--- config.mk ---
export PLATFORM = sky130hd
export DESIGN_NAME = fsk_zc_demod_p
export DESIGN_NICKNAME = d
export VERILOG_FILES = /design/src/rtl/fsk_zc_demod_p.sv
export SDC_FILE = /design/constraint.sdc
export NUM_CORES = 1
export LEC_CHECK = 0
export BUFFER_PORTS_ARGS = -buffer_cell sky130_fd_sc_hd__clkbuf_2
export CAP_MARGIN = 10
export CORE_MARGIN = 4
export CORE_UTILIZATION = 35
export DETAILED_ROUTE_END_ITERATION = 6
export PLACE_DENSITY_LB_ADDON = 0.08
export REMOVE_ABC_BUFFERS = 1
export SETUP_SLACK_MARGIN = 0.15
export SYNTH_ARGS = -nofsm -noshare
export SYNTH_HDL_FRONTEND = slang
export SYNTH_SLANG_ARGS = --single-unit
--- constraint.sdc ---
create_clock -name clk -period 3.8 [get_ports clk]
set_clock_uncertainty 0.1 [all_clocks]
set_input_delay 0.38 -clock clk [delete_from_list [all_inputs] [get_ports clk]]
set_output_delay 0.38 -clock clk [all_outputs]
set_load 0.03 [all_outputs]
--- src/rtl/fsk_zc_demod_p.sv ---
// Zero-crossing FSK demodulator: hysteresis comparator, per-window crossing count, bit decision one cycle after the closing sample.
// No backpressure: a sample is consumed whenever sample_valid=1. FSK_DEGLITCH_EN adds a 2-window agreement filter on bit_out.
module fsk_zc_demod_p #(
    parameter int DATA_W       = 8,
    parameter int MIDPOINT     = 128,
    parameter int HYST         = 8,
    parameter int WINDOW_LEN   = 64,
    parameter int CROSS_THRESH = 12,
    parameter int MIN_CROSS    = 2,
    localparam int CW          = $clog2(WINDOW_LEN + 1)
) (
    input  logic              clk,
    input  logic              rst,
    input  logic              sample_valid,
    input  logic [DATA_W-1:0] sample,
    input  logic              win_restart,
    output logic              bit_out,
    output logic              bit_valid,
    output logic [CW-1:0]     cross_count,
    output logic              carrier_ok
);

    localparam int MAXV   = (1 << DATA_W) - 1;
    localparam int HI_RAW = MIDPOINT + HYST;
    localparam int LO_RAW = MIDPOINT - HYST;
    localparam int HI_TH  = (HI_RAW > MAXV) ? MAXV : HI_RAW;
    localparam int LO_TH  = (LO_RAW < 0) ? 0 : LO_RAW;

    localparam logic [DATA_W-1:0] HI_V  = DATA_W'(HI_TH);
    localparam logic [DATA_W-1:0] LO_V  = DATA_W'(LO_TH);
    localparam logic [DATA_W-1:0] MID_V = DATA_W'(MIDPOINT);
    localparam logic [CW-1:0]     WL_V  = CW'(WINDOW_LEN);
    localparam logic [CW-1:0]     WLM1  = CW'(WINDOW_LEN - 1);

    logic          r_init;
    logic          r_level;
    logic [CW-1:0] r_win_cnt;
    logic [CW-1:0] r_xc;
    logic          r_bit_out;
    logic          r_bit_valid;
    logic [CW-1:0] r_cross_count;
    logic          r_carrier_ok;
`ifdef FSK_DEGLITCH_EN
    logic          r_hist;
`endif

    logic          w_level_next;
    logic          w_cross;
    logic [CW-1:0] w_xc_next;
    logic          w_close;
    logic          w_dec;
    logic          w_carrier;

    always_comb begin
        w_level_next = r_level;
        if (!r_init)
            w_level_next = (sample >= MID_V);
        else if (sample >= HI_V)
            w_level_next = 1'b1;
        else if (sample <= LO_V)
            w_level_next = 1'b0;
    end

    // The first sample after reset only seeds the level, so it can never count as a crossing.
    assign w_cross   = r_init && (w_level_next != r_level);
    assign w_xc_next = (w_cross && (r_xc != WL_V)) ? r_xc + 1'b1 : r_xc;
    assign w_close   = sample_valid && !win_restart && (r_win_cnt == WLM1);
    assign w_dec     = int'(w_xc_next) >= CROSS_THRESH;
    assign w_carrier = int'(w_xc_next) >= MIN_CROSS;

    always_ff @(posedge clk or posedge rst) begin
        if (rst) begin
            r_init        <= 1'b0;
            r_level       <= 1'b0;
            r_win_cnt     <= '0;
            r_xc          <= '0;
            r_bit_out     <= 1'b0;
            r_bit_valid   <= 1'b0;
            r_cross_count <= '0;
            r_carrier_ok  <= 1'b0;
`ifdef FSK_DEGLITCH_EN
            r_hist        <= 1'b0;
`endif
        end else begin
            r_bit_valid <= 1'b0;
            if (sample_valid) begin
                r_level <= w_level_next;
                r_init  <= 1'b1;
            end
            // Restart wins over a coinciding close: the window in flight is dropped undecided.
            if (win_restart) begin
                r_win_cnt <= '0;
                r_xc      <= '0;
`ifdef FSK_DEGLITCH_EN
                r_hist    <= 1'b0;
`endif
            end else if (sample_valid) begin
                if (w_close) begin
                    r_win_cnt     <= '0;
                    r_xc          <= '0;
                    r_bit_valid   <= 1'b1;
                    r_cross_count <= w_xc_next;
                    r_carrier_ok  <= w_carrier;
`ifdef FSK_DEGLITCH_EN
                    r_hist        <= w_dec;
                    if (w_dec == r_hist)
                        r_bit_out <= w_dec;
`else
                    r_bit_out     <= w_dec;
`endif
                end else begin
                    r_win_cnt <= r_win_cnt + 1'b1;
                    r_xc      <= w_xc_next;
                end
            end
        end
    end

    assign bit_out     = r_bit_out;
    assign bit_valid   = r_bit_valid;
    assign cross_count = r_cross_count;
    assign carrier_ok  = r_carrier_ok;

endmodule

# Yosys cells after proc, flatten, opt, wreduce, memory -nomap -nowiden
# Index checks and enable logic that the tools add are counted.
totals:
  regBits: 26
  input_bits: 12
  out_inout_bits: 10
  word_cells: 39
op_classes:
  eq_ne: 3
  reduce_logical: 7
  muxes: 13
  n_bitwise: 1
  order_cmp: 5
  n_addsub: 2
ops:
  columns: ["operator", "count"]
  rows:
  - ["two-way mux 7 bit", 7]
  - ["greater-or-equal comparator 8 bit, second input constant", 2]
  - ["adder 7 x 1 -> 7 bit, second input constant", 2]
  - ["less-or-equal comparator 8 x 7 -> 1 bit, second input constant", 1]
  - ["== test 7 x 6 -> 1 bit, second input constant", 1]
  - ["greater-or-equal comparator 7 x 2 -> 1 bit, second input constant", 1]
  - ["greater-or-equal comparator 7 x 4 -> 1 bit, second input constant", 1]
  - ["!= test 7 bit, second input constant", 1]
  - ["two-way mux 1 bit", 6]
  - ["logical AND 1 bit", 4]
  - ["AND reduction 3 bit", 1]
  - ["nonzero test 2 bit", 1]
  - ["zero test 1 bit", 1]
  - ["!= test 1 bit", 1]
  - ["NOT 1 bit", 1]

# Longest topological paths before layout
# Gate-level depths: netlist of the first run.
depth:
  depth_word: 11
  ltp_mapped: 8

# Worst setup path after synthesis of the first run
# Ideal clock, no wire load.
synth_path:
  path_type: "in2reg"
  startpoint: "input port sample[0]"
  endpoint: "register r_bit_out (netlist: bit_out)"
  required_time_ps: 3618
  t_arrival_ps: 1848
  n_path_buf: 0
  stages: 6
  setup_time_ps: 82
  setup_slack_ps: 1770
  cell_sequence: "or3_4 a211oi_4 o2111a_4 nor3_2 o311a_1 a31oi_1"
synth_via:
  elab_chain_cells: 9
  word_cells_on_any_way: 11
  classes_between: "4 x order compare; 1 x eq/ne; 4 x mux; 2 x reduce/logical"
synth_rtl:
  columns: ["item", "line", "source"]
  rows:
  - ["start, declared", "15", "input logic [DATA_W-1:0] sample,"]
  - ["less-or-equal comparator 8 x 7 -> 1 bit", "60", "else if (sample <= LO_V)"]
  - ["two-way mux 1 bit", "60", null]
  - ["two-way mux 1 bit", "58", "else if (sample >= HI_V)"]
  - ["two-way mux 1 bit (*)", "56", "if (!r_init)"]
  - ["!= test 1 bit (*)", "65", "assign w_cross = r_init && (w_level_next != r_level);"]
  - ["logical AND 1 bit (*)", "65", null]
  - ["logical AND 1 bit (*)", "66", "assign w_xc_next = (w_cross && (r_xc != WL_V)) ? r_xc + 1'b1 : r_xc;"]
  - ["two-way mux 7 bit (*)", "66", null]
  - ["greater-or-equal comparator 7 x 4 -> 1 bit (*)", "68", "assign w_dec = int'(w_xc_next) >= CROSS_THRESH;"]
  - ["end signal, assigned", "109", "r_bit_out <= w_dec;"]
  - ["end, declared", "39", "logic r_bit_out;"]
# Every way passes the cells marked *; elsewhere a longest branch is shown, timed or not.
# A chain may end at the register's enable or synchronous reset.

# Worst setup path after layout of the first run
layout_path:
  startpoint: "register r_win_cnt[0]"
  endpoint: "register r_xc[1]"
layout_via:
  elab_chain_cells: 5
layout_rtl:
  columns: ["item", "line", "source"]
  rows:
  - ["start, declared", "37", "logic [CW-1:0] r_win_cnt;"]
  - ["start signal, assigned", "112", "r_win_cnt <= r_win_cnt + 1'b1;"]
  - ["== test 7 x 6 -> 1 bit", "67", "assign w_close = sample_valid && !win_restart && (r_win_cnt == WLM1);"]
  - ["logical AND 1 bit", "67", null]
  - ["two-way mux 7 bit", "98", "if (w_close) begin"]
  - ["two-way mux 7 bit", "97", "end else if (sample_valid) begin"]
  - ["two-way mux 7 bit", "91", "if (win_restart) begin"]
  - ["end signal, assigned", "113", "r_xc <= w_xc_next;"]
  - ["end, declared", "38", "logic [CW-1:0] r_xc;"]
# No other way between the ends. The select of a mux whose other input is x is not followed.

==> results of run 1 <==
[stage by stage]
stage / std cells / instance area (sq um) / setup slack, ns / hold WS [ns] / power [mW]
floorplan: 144 / 1400 / 0.608 / 0.320 / 0.328
global placement: 216 / 1580 / 1.46 / 0.397 / 0.348
detailed placement: 216 / 1580 / 1.40 / 0.392 / 0.349
CTS: 220 / 1650 / 1.40 / 0.250 / 0.591
global route: 220 / 1650 / 1.23 / 0.293 / 0.608
finish: 220 / 1650 / 1.44 / 0.201 / 0.581
[kinds of logic after synthesis]
kind of cell	after synthesis	share of synthesized area [%]
AOI/OAI and AO/OA	44	20.8
buffers and inverters	14	4.25
xor gates and xnor gates	6	3.65
and+or+nand+nor	59	22.8
muxes	1	0.694
adders and majority gates	3	2.60
DFF	26	45.1
[synthesized netlist by cell type (all sizes together) (2+ instances only)]
cell	number
a21oi	13
a31oi	3
a32o	2
and3	2
and4	2
buf	5
clkbuf	4
dfrtp	26
ha	3
inv	5
nand2	18
nand4	2
nor2	18
nor3	4
nor4	2
o21ai	13
o22ai	2
o31ai	2
o32a	2
or2	2
or3	2
xnor2	3
xor2	3
[layer usage]
layer / part of all wire, % / vias to the layer above
met5: 0 / -
met4: 1.5 / 0
met3: 3.5 / 5
met2: 45 / 26
met1: 50 / 572
li1: - / 582
[flip-flops by register name, indices dropped and copies added (netlist names)]
register / cells
bit_valid: 1
bit_out: 1
cross_count: 7
r_init: 1
r_xc: 7
r_level: 1
r_win_cnt: 7
carrier_ok: 1
[worst register-to-register path: stages (launching register included)]
cell,delay [ns]
dfrtp_1,0.39
ha_1,0.20
nand4_1,0.18
nor4_2,0.65
or3_1,0.37
o22ai_1,0.16
a32o_1,0.22
[path summary, 6_finish.rpt]
check | start | end | slack, ns
worst min register to register | r_win_cnt[5] | r_win_cnt[5] | 0.41
min in group clk | win_restart | r_win_cnt[3] | 0.29
worst max register to register | r_win_cnt[0] | r_xc[1] | 1.44
worst min-delay path | rst | r_xc[2] | 0.20
worst max-delay path | r_win_cnt[0] | r_xc[1] | 1.44
max in group asynchronous | rst | r_xc[1] | 2.80
[report_power, final]
| part | total (mW) | internal (mW) | switching [mW] |
|---|---|---|---|
| sequential | 0.286 | 0.281 | 0.00508 |
| combinational | 0.0568 | 0.0201 | 0.0367 |
| clock | 0.238 | 0.141 | 0.0971 |
| total | 0.581 | 0.442 | 0.139 |
[cell type report]
| cell class | instances | area (sq um) |
|---|---|---|
| Clock inverter | 1 | 30.0 |
| Fill cell | 415 | 2350 |
| Sequential cell | 26 | 651 |
| Timing Repair Buffer | 22 | 113 |
| Inverter | 5 | 18.8 |
| Tap cell | 50 | 62.6 |
| Clock buffer | 3 | 41.3 |
| Multi-Input combinational cell | 113 | 736 |
==> results.md, run 1 <==
* CP Buf/Inv Count at 0
* Fraction of layout instances using a drive strength above 1 at 22.4%
* Vias post-DR at 1185
* Die Width at 72.2 microns
* Port Buffers at 21
* Cell Pwr Density at 352 nW/um^2
* Endpoints failing hold at 0
* Core Region at 4000 sq um
* Avg Inst Size Synth at 9.42 sq um
* Leakage at 0.738 nW
* Area contributors post-synth: dfrtp_1 (45%), nand2_1 (4.7%), nor2_1 (4.7%), a21oi_1 (4.5%), o21ai_0 (4.2%)
* Ant diodes at 0
* Fmax at 424 MHz
* TritonCTS buffer count at 3
* Reg clk slew, reported paths at 0.10 ns
* Clock Latency Late Sink at 0.28 ns
* Dominant cell type by area after synthesis: dfrtp_1
* Worst rel slew slack at 33.6%
* Dpl hpwl at 2.29 mm
* Drt drc at 0
* Area fraction of the dominant cell type after synthesis at 45.1%
* Clock root cell: clkbuf_8
* TritonRoute pass-1 iters at 4
* Synth async-reset ratio at 100%
* Post-Synthesis Cells at 153
* Required @ worst endpoint at 3.88 ns
* Cell area after synthesis at 1440 sq um
* Die Height at 72.2 microns
* Crit end category: flop
* Post-CTS setup buffers at 0
* First-pass GRT wire length at 5.42 mm
* Commonest non-fill, non-tap cell in the layout: dfrtp_1
* Clk buf depth at 2
* Worst reg-to-reg path cell count at 6
* Final ANT Viol Nets at 0
* M1 GR Usage at 17.1%
* Yosys cell types at 44
* Area Growth Syn to Fin at 14.6%
* VDD IR max at 137 uV
* Crit-path leading delay family: simple AND/OR/NAND/NOR gates
* Worst path depth at 6
* Worst setup SP type: flop
* Synth warn at 0
* Worst path arrival time at 2.43 ns
* Final period util at 62.1%
* Layer with the highest usage: met2
* GRT Overall Usage at 13.2%
* Post-layout util at 41.3%
* Final min period at 2.36 ns
* Cell row count at 23
* Setup TNS at 0 ns
* Initial antenna violation count at 0
* Worst-Margin Slew at 0.995 ns
* Clk sinks at 26
* Crit path kind: reg2reg
* Max incr delay on CP at 0.65 ns
* Hold buffer count at CTS at 0
* Most frequent cells in the layout: dfrtp_1 (26), clkbuf_2 (21), nand2_1 (18), nor2_1 (18), a21oi_1 (13)
* Die area at 5210 sq um
* Vias in the first global route at 1191
* Routability congestion estimate at 0.789
* WL per Instance at 14.2 microns
* Crit-path cells: ha_1 -> nand4_1 -> nor4_2 -> or3_1 -> o22ai_1 -> a32o_1
* Dominant synthesized flop cell: dfrtp_1
* CTS tree: yes
* CP Max Fanout at 9
* Register area share after synthesis at 45.1%
* Final setup violation count at 0
* Hold Path Class: in2async
* Fin nets at 186
* Post-CTS sizing at 0
* Yosys reg bits at 26
* Vias per cell at 5.39
* Gr ovfl total at 0
* Initial drt markers at 60
* Max-Cap Viols at 0
* Starting Density at 36.0%
* Number of synthesized flops with an enable pin at 0
* GR Util met3 at 2.22%
* Largest net degree at the start of global routing at 27
* H-tree levels at 1
* Met2 global-route usage at 21.4%
* I/O pin cnt at 22
* RSZ-0062 raised after global routing: no
* Final WL at 3.12 mm
* Outcome: complete, no violations
* Slowest CP cell: nor4_2
* Slew Limit Fails at 0
No activity file was read; power rests on OpenSTA's default activity.
==> inputs of run 2 (changes only) <==
- ABC_AREA: not set -> 1
- clock period: 3.8 -> 2.4 ns (I/O delays scaled with it)
==> run 2 against run 1 <==
- total power is 41% higher
- worst setup slack worse by 1.1 ns
- sequential power is 66% higher
- highest routed layer unchanged
- wire length is 5.0% lower
- largest cell class unchanged
- synthesized cell count is 13% higher
- sequential share of layout area is 0.76 points higher
- global-route usage is 0.59 points lower
- critical path depth is 4 higher
- register-to-register slack worse by 1.1 ns
==> results.md, run 2 <==
* Outcome: complete, no violations
* Largest net degree at the start of global routing at 27 (unchanged)
* Post-Synth Simple-Gate Area at 29.9% (+7.1 points)
* Clk sinks at 26 (unchanged)
* Final min period at 2.02 ns (-0.343 ns)
* CTS tree: yes
* Vias in the first global route at 1078 (-9.5%)
* Vias per cell at 4.66 (-14%)
* Setup TNS at 0 ns (unchanged)
* Gr ovfl total at 0 (unchanged)
* Post-synthesis mux area share at 0% (-0.69 points)
* Slew Limit Fails at 0 (unchanged)
* Worst reg-to-reg path cell count at 10 (+4)
* Core Region at 3770 sq um (-5.7%)
* Clock root cell: clkbuf_8
* Starting Density at 37.1% (+1.1 points)
* Adder-cell area share of the yosys netlist at 2.68% (+0.077 points)
* Fraction of layout instances using a drive strength above 1 at 19.7% (-2.7 points)
* Area Growth Syn to Fin at 15.7%
* Total Power at 817 uW (+41%)
* Worst setup SP type: flop
* Port Buffers at 21 (unchanged)
* Yosys cell types at 24 (-45%)
* Vias post-DR at 1146 (-3.3%)
* Synth top cells by count: nand2_1 (41), dfrtp_1 (26), inv_1 (23), nand3_1 (17), nor2_1 (15)
* Clk buf depth at 2 (unchanged)
* H-tree levels at 1 (unchanged)
* Worst-Margin Slew at 0.330 ns (-0.664 ns)
* Cell row count at 22 (-4.3%)
* Fill count at 386 (-7.0%)
* Die Width at 71.2 microns (-1.3%)
* Leakage at 0.828 nW (+12%)
* Worst path depth at 10 (+4)
* Crit-path leading delay family: simple AND/OR/NAND/NOR gates
* Clock Latency Late Sink at 0.26 ns (-0.02 ns)
* CP Max Fanout at 16 (+7)
* Dpl hpwl at 2.30 mm (+0.33%)
* Fin nets at 215 (+16%)
* Avg Inst Size Synth at 8.09 sq um (-14%)
* Ant diodes at 0 (unchanged)
* Commonest non-fill, non-tap cell in the layout: nand2_1
* Final period util at 84.0% (+22 points)
* Max incr delay on CP at 0.40 ns (-0.25 ns)
* CP Buf/Inv Count at 2 (+2)
* Synth Area in Compound Gates at 8.04% (-13 points)
* Crit end category: flop
* Synth warn at 0 (unchanged)
* Final ANT Viol Nets at 0 (unchanged)
* Die Height at 71.2 microns (-1.3%)
* TritonRoute pass-1 iters at 4 (unchanged)
* Hold Path Depth at 2
* WL per Instance at 12.1 microns (-15%)
* Die area at 5080 sq um (-2.6%)
* Initial drt markers at 77 (+28%)
* Final WL at 2.97 mm (-5.0%)
* Most frequent cells in the layout: nand2_1 (41), dfrtp_1 (26), inv_1 (23)
* Final setup violation count at 0 (unchanged)
* Worst path arrival time at 2.06 ns (-0.37 ns)
* I/O pin cnt at 22 (unchanged)
* Largest family of logic cells by synthesized area: simple AND/OR/NAND/NOR gates
* Crit path kind: reg2reg
* GRT Overall Usage at 12.6% (-0.59 points)
* Post-Synthesis Cells at 173 (+13%)
* Initial antenna violation count at 0 (unchanged)
* Hold Path Class: in2reg
* Post-CTS setup buffers at 0 (unchanged)
* Cell Pwr Density at 504 nW/um^2 (+43%)
* First-pass GRT wire length at 5.18 mm (-4.6%)
* Register area share after synthesis at 46.5% (+1.3 points)
* TritonCTS buffer count at 3 (unchanged)
* Required @ worst endpoint at 2.44 ns (-1.44 ns)
* Worst rel slew slack at 78.0% (+44 points)
* CP dominant cell by count: inv_1
* Dominant cell type by area after synthesis: dfrtp_1
* Endpoints failing hold at 0 (unchanged)
* Cell area after synthesis at 1400 sq um (-2.9%)
* Synth async-reset ratio at 100% (unchanged)
* Slowest CP cell: dfrtp_1
* Area contributors post-synth: dfrtp_1 (46%), nand2_1 (11%), inv_1 (6.2%), nand3_1 (6.1%), xor2_1 (5.0%)
* Reg clk slew, reported paths at 0.08 ns (-0.02 ns)
* Max-Cap Viols at 0 (unchanged)
* Fmax at 496 MHz (+17%)
* Drt drc at 0 (unchanged)
* Yosys reg bits at 26 (unchanged)
* RSZ-0062 raised after global routing: no
* Number of synthesized flops with an enable pin at 0 (unchanged)
* Routability congestion estimate at 0.912 (+16%)
* Area fraction of the dominant cell type after synthesis at 46.5% (+1.3 points)
* Dominant synthesized flop cell: dfrtp_1
* Crit-path cells: ha_1 -> nand3_1 -> nor2_1 -> inv_1 -> nor3_2 -> nand3_4 -> nand2_2 -> inv_1 -> nand2_1 -> o21ai_0
* Top-count cell post-synth: nand2_1
* Post-Synth XOR/XNOR Area at 5.63% (+2.0 points)
* VDD IR max at 257 uV (+88%)
-- run 2: cell types whose count changed in the layout (fill, tap and decap cells not counted), sizes merged, moves of 3 or more --
cell	before	now
a21oi	13	3
nand2	18	49
nand3	1	18
inv	5	24
xor2	3	8
a31oi	3	0
o22ai	2	5
-- run 2: area by class of cell --
| cell class | count | area (sq um) | share of cell area, % |
|---|---|---|---|
| timing repair buffer | 23 | 123 | 7.57 |
| sequential | 26 | 651 | 40.2 |
| inverter | 24 | 90.1 | 5.56 |
| multi-input combinational | 122 | 656 | 40.5 |
| clock buffer | 3 | 41.3 | 2.55 |
| tap | 48 | 60.1 | 3.71 |
-- run 2: final timing paths --
check | from | endpoint | slack [ns]
worst max-delay path | r_win_cnt[0] | r_xc[1] | 0.38
worst min-delay path | win_restart | r_win_cnt[6] | 0.07
worst max register to register | r_win_cnt[0] | r_xc[1] | 0.38
worst min register to register | cross_count[1] | cross_count[1] | 0.38
max in group asynchronous | rst | bit_valid | 1.50
min in group asynchronous | rst | r_win_cnt[5] | 0.45
-- run 2: timing repair --
item                       CTS  global route
setup endpoints to repair    0             3
hold endpoints to repair    26             0
hold buffers                 1             0
resized for setup            0             1
-- run 2: metal layers --
metal,part of all wire (%),GRT usage [%],vias to the layer above,routed length (microns)
met5,0,0,-,0
met3,4.2,2.10,5,124
met1,52,20.1,510,1540
met2,42,16.7,25,1260
met4,1.3,4.38,0,40
li1,-,-,606,-
-- run 2: kinds of logic after synthesis --
kind of cell    count (synthesis)
compound gates                 19
xor+xnor                        9
fa+ha+maj                       3
buf+inv                        25
flops                          26
simple gates                   91
-- run 2: metrics by stage --
step | util (%) | area [sq um] | instances | setup WS, ns | hold slack (ns)
after floorplan | - | 1390 | 172 | 0.642 | 0.180
after global placement | 41.4 | 1560 | 242 | 0.281 | 0.190
after detailed placement | 41.4 | 1560 | 242 | 0.295 | 0.194
after CTS | 42.8 | 1610 | 246 | 0.261 | 0.0656
after global routing | 43.0 | 1620 | 246 | 0.154 | 0.0717
final | 43.0 | 1620 | 246 | 0.384 | 0.0674
-- run 2: where the power goes --
group | switching (mW) | internal (mW)
clock | 0.124 | 0.112
combinational | 0.0656 | 0.0413
sequential | 0.0189 | 0.456
-- run 2: worst reg2reg max path, delay by kind of cell (launching register included) --
family,cells,cell delay [ns]
flops,1,0.40
simple gates,6,0.95
compound gates,1,0.07
fa+ha+maj,1,0.21
buf+inv,2,0.17
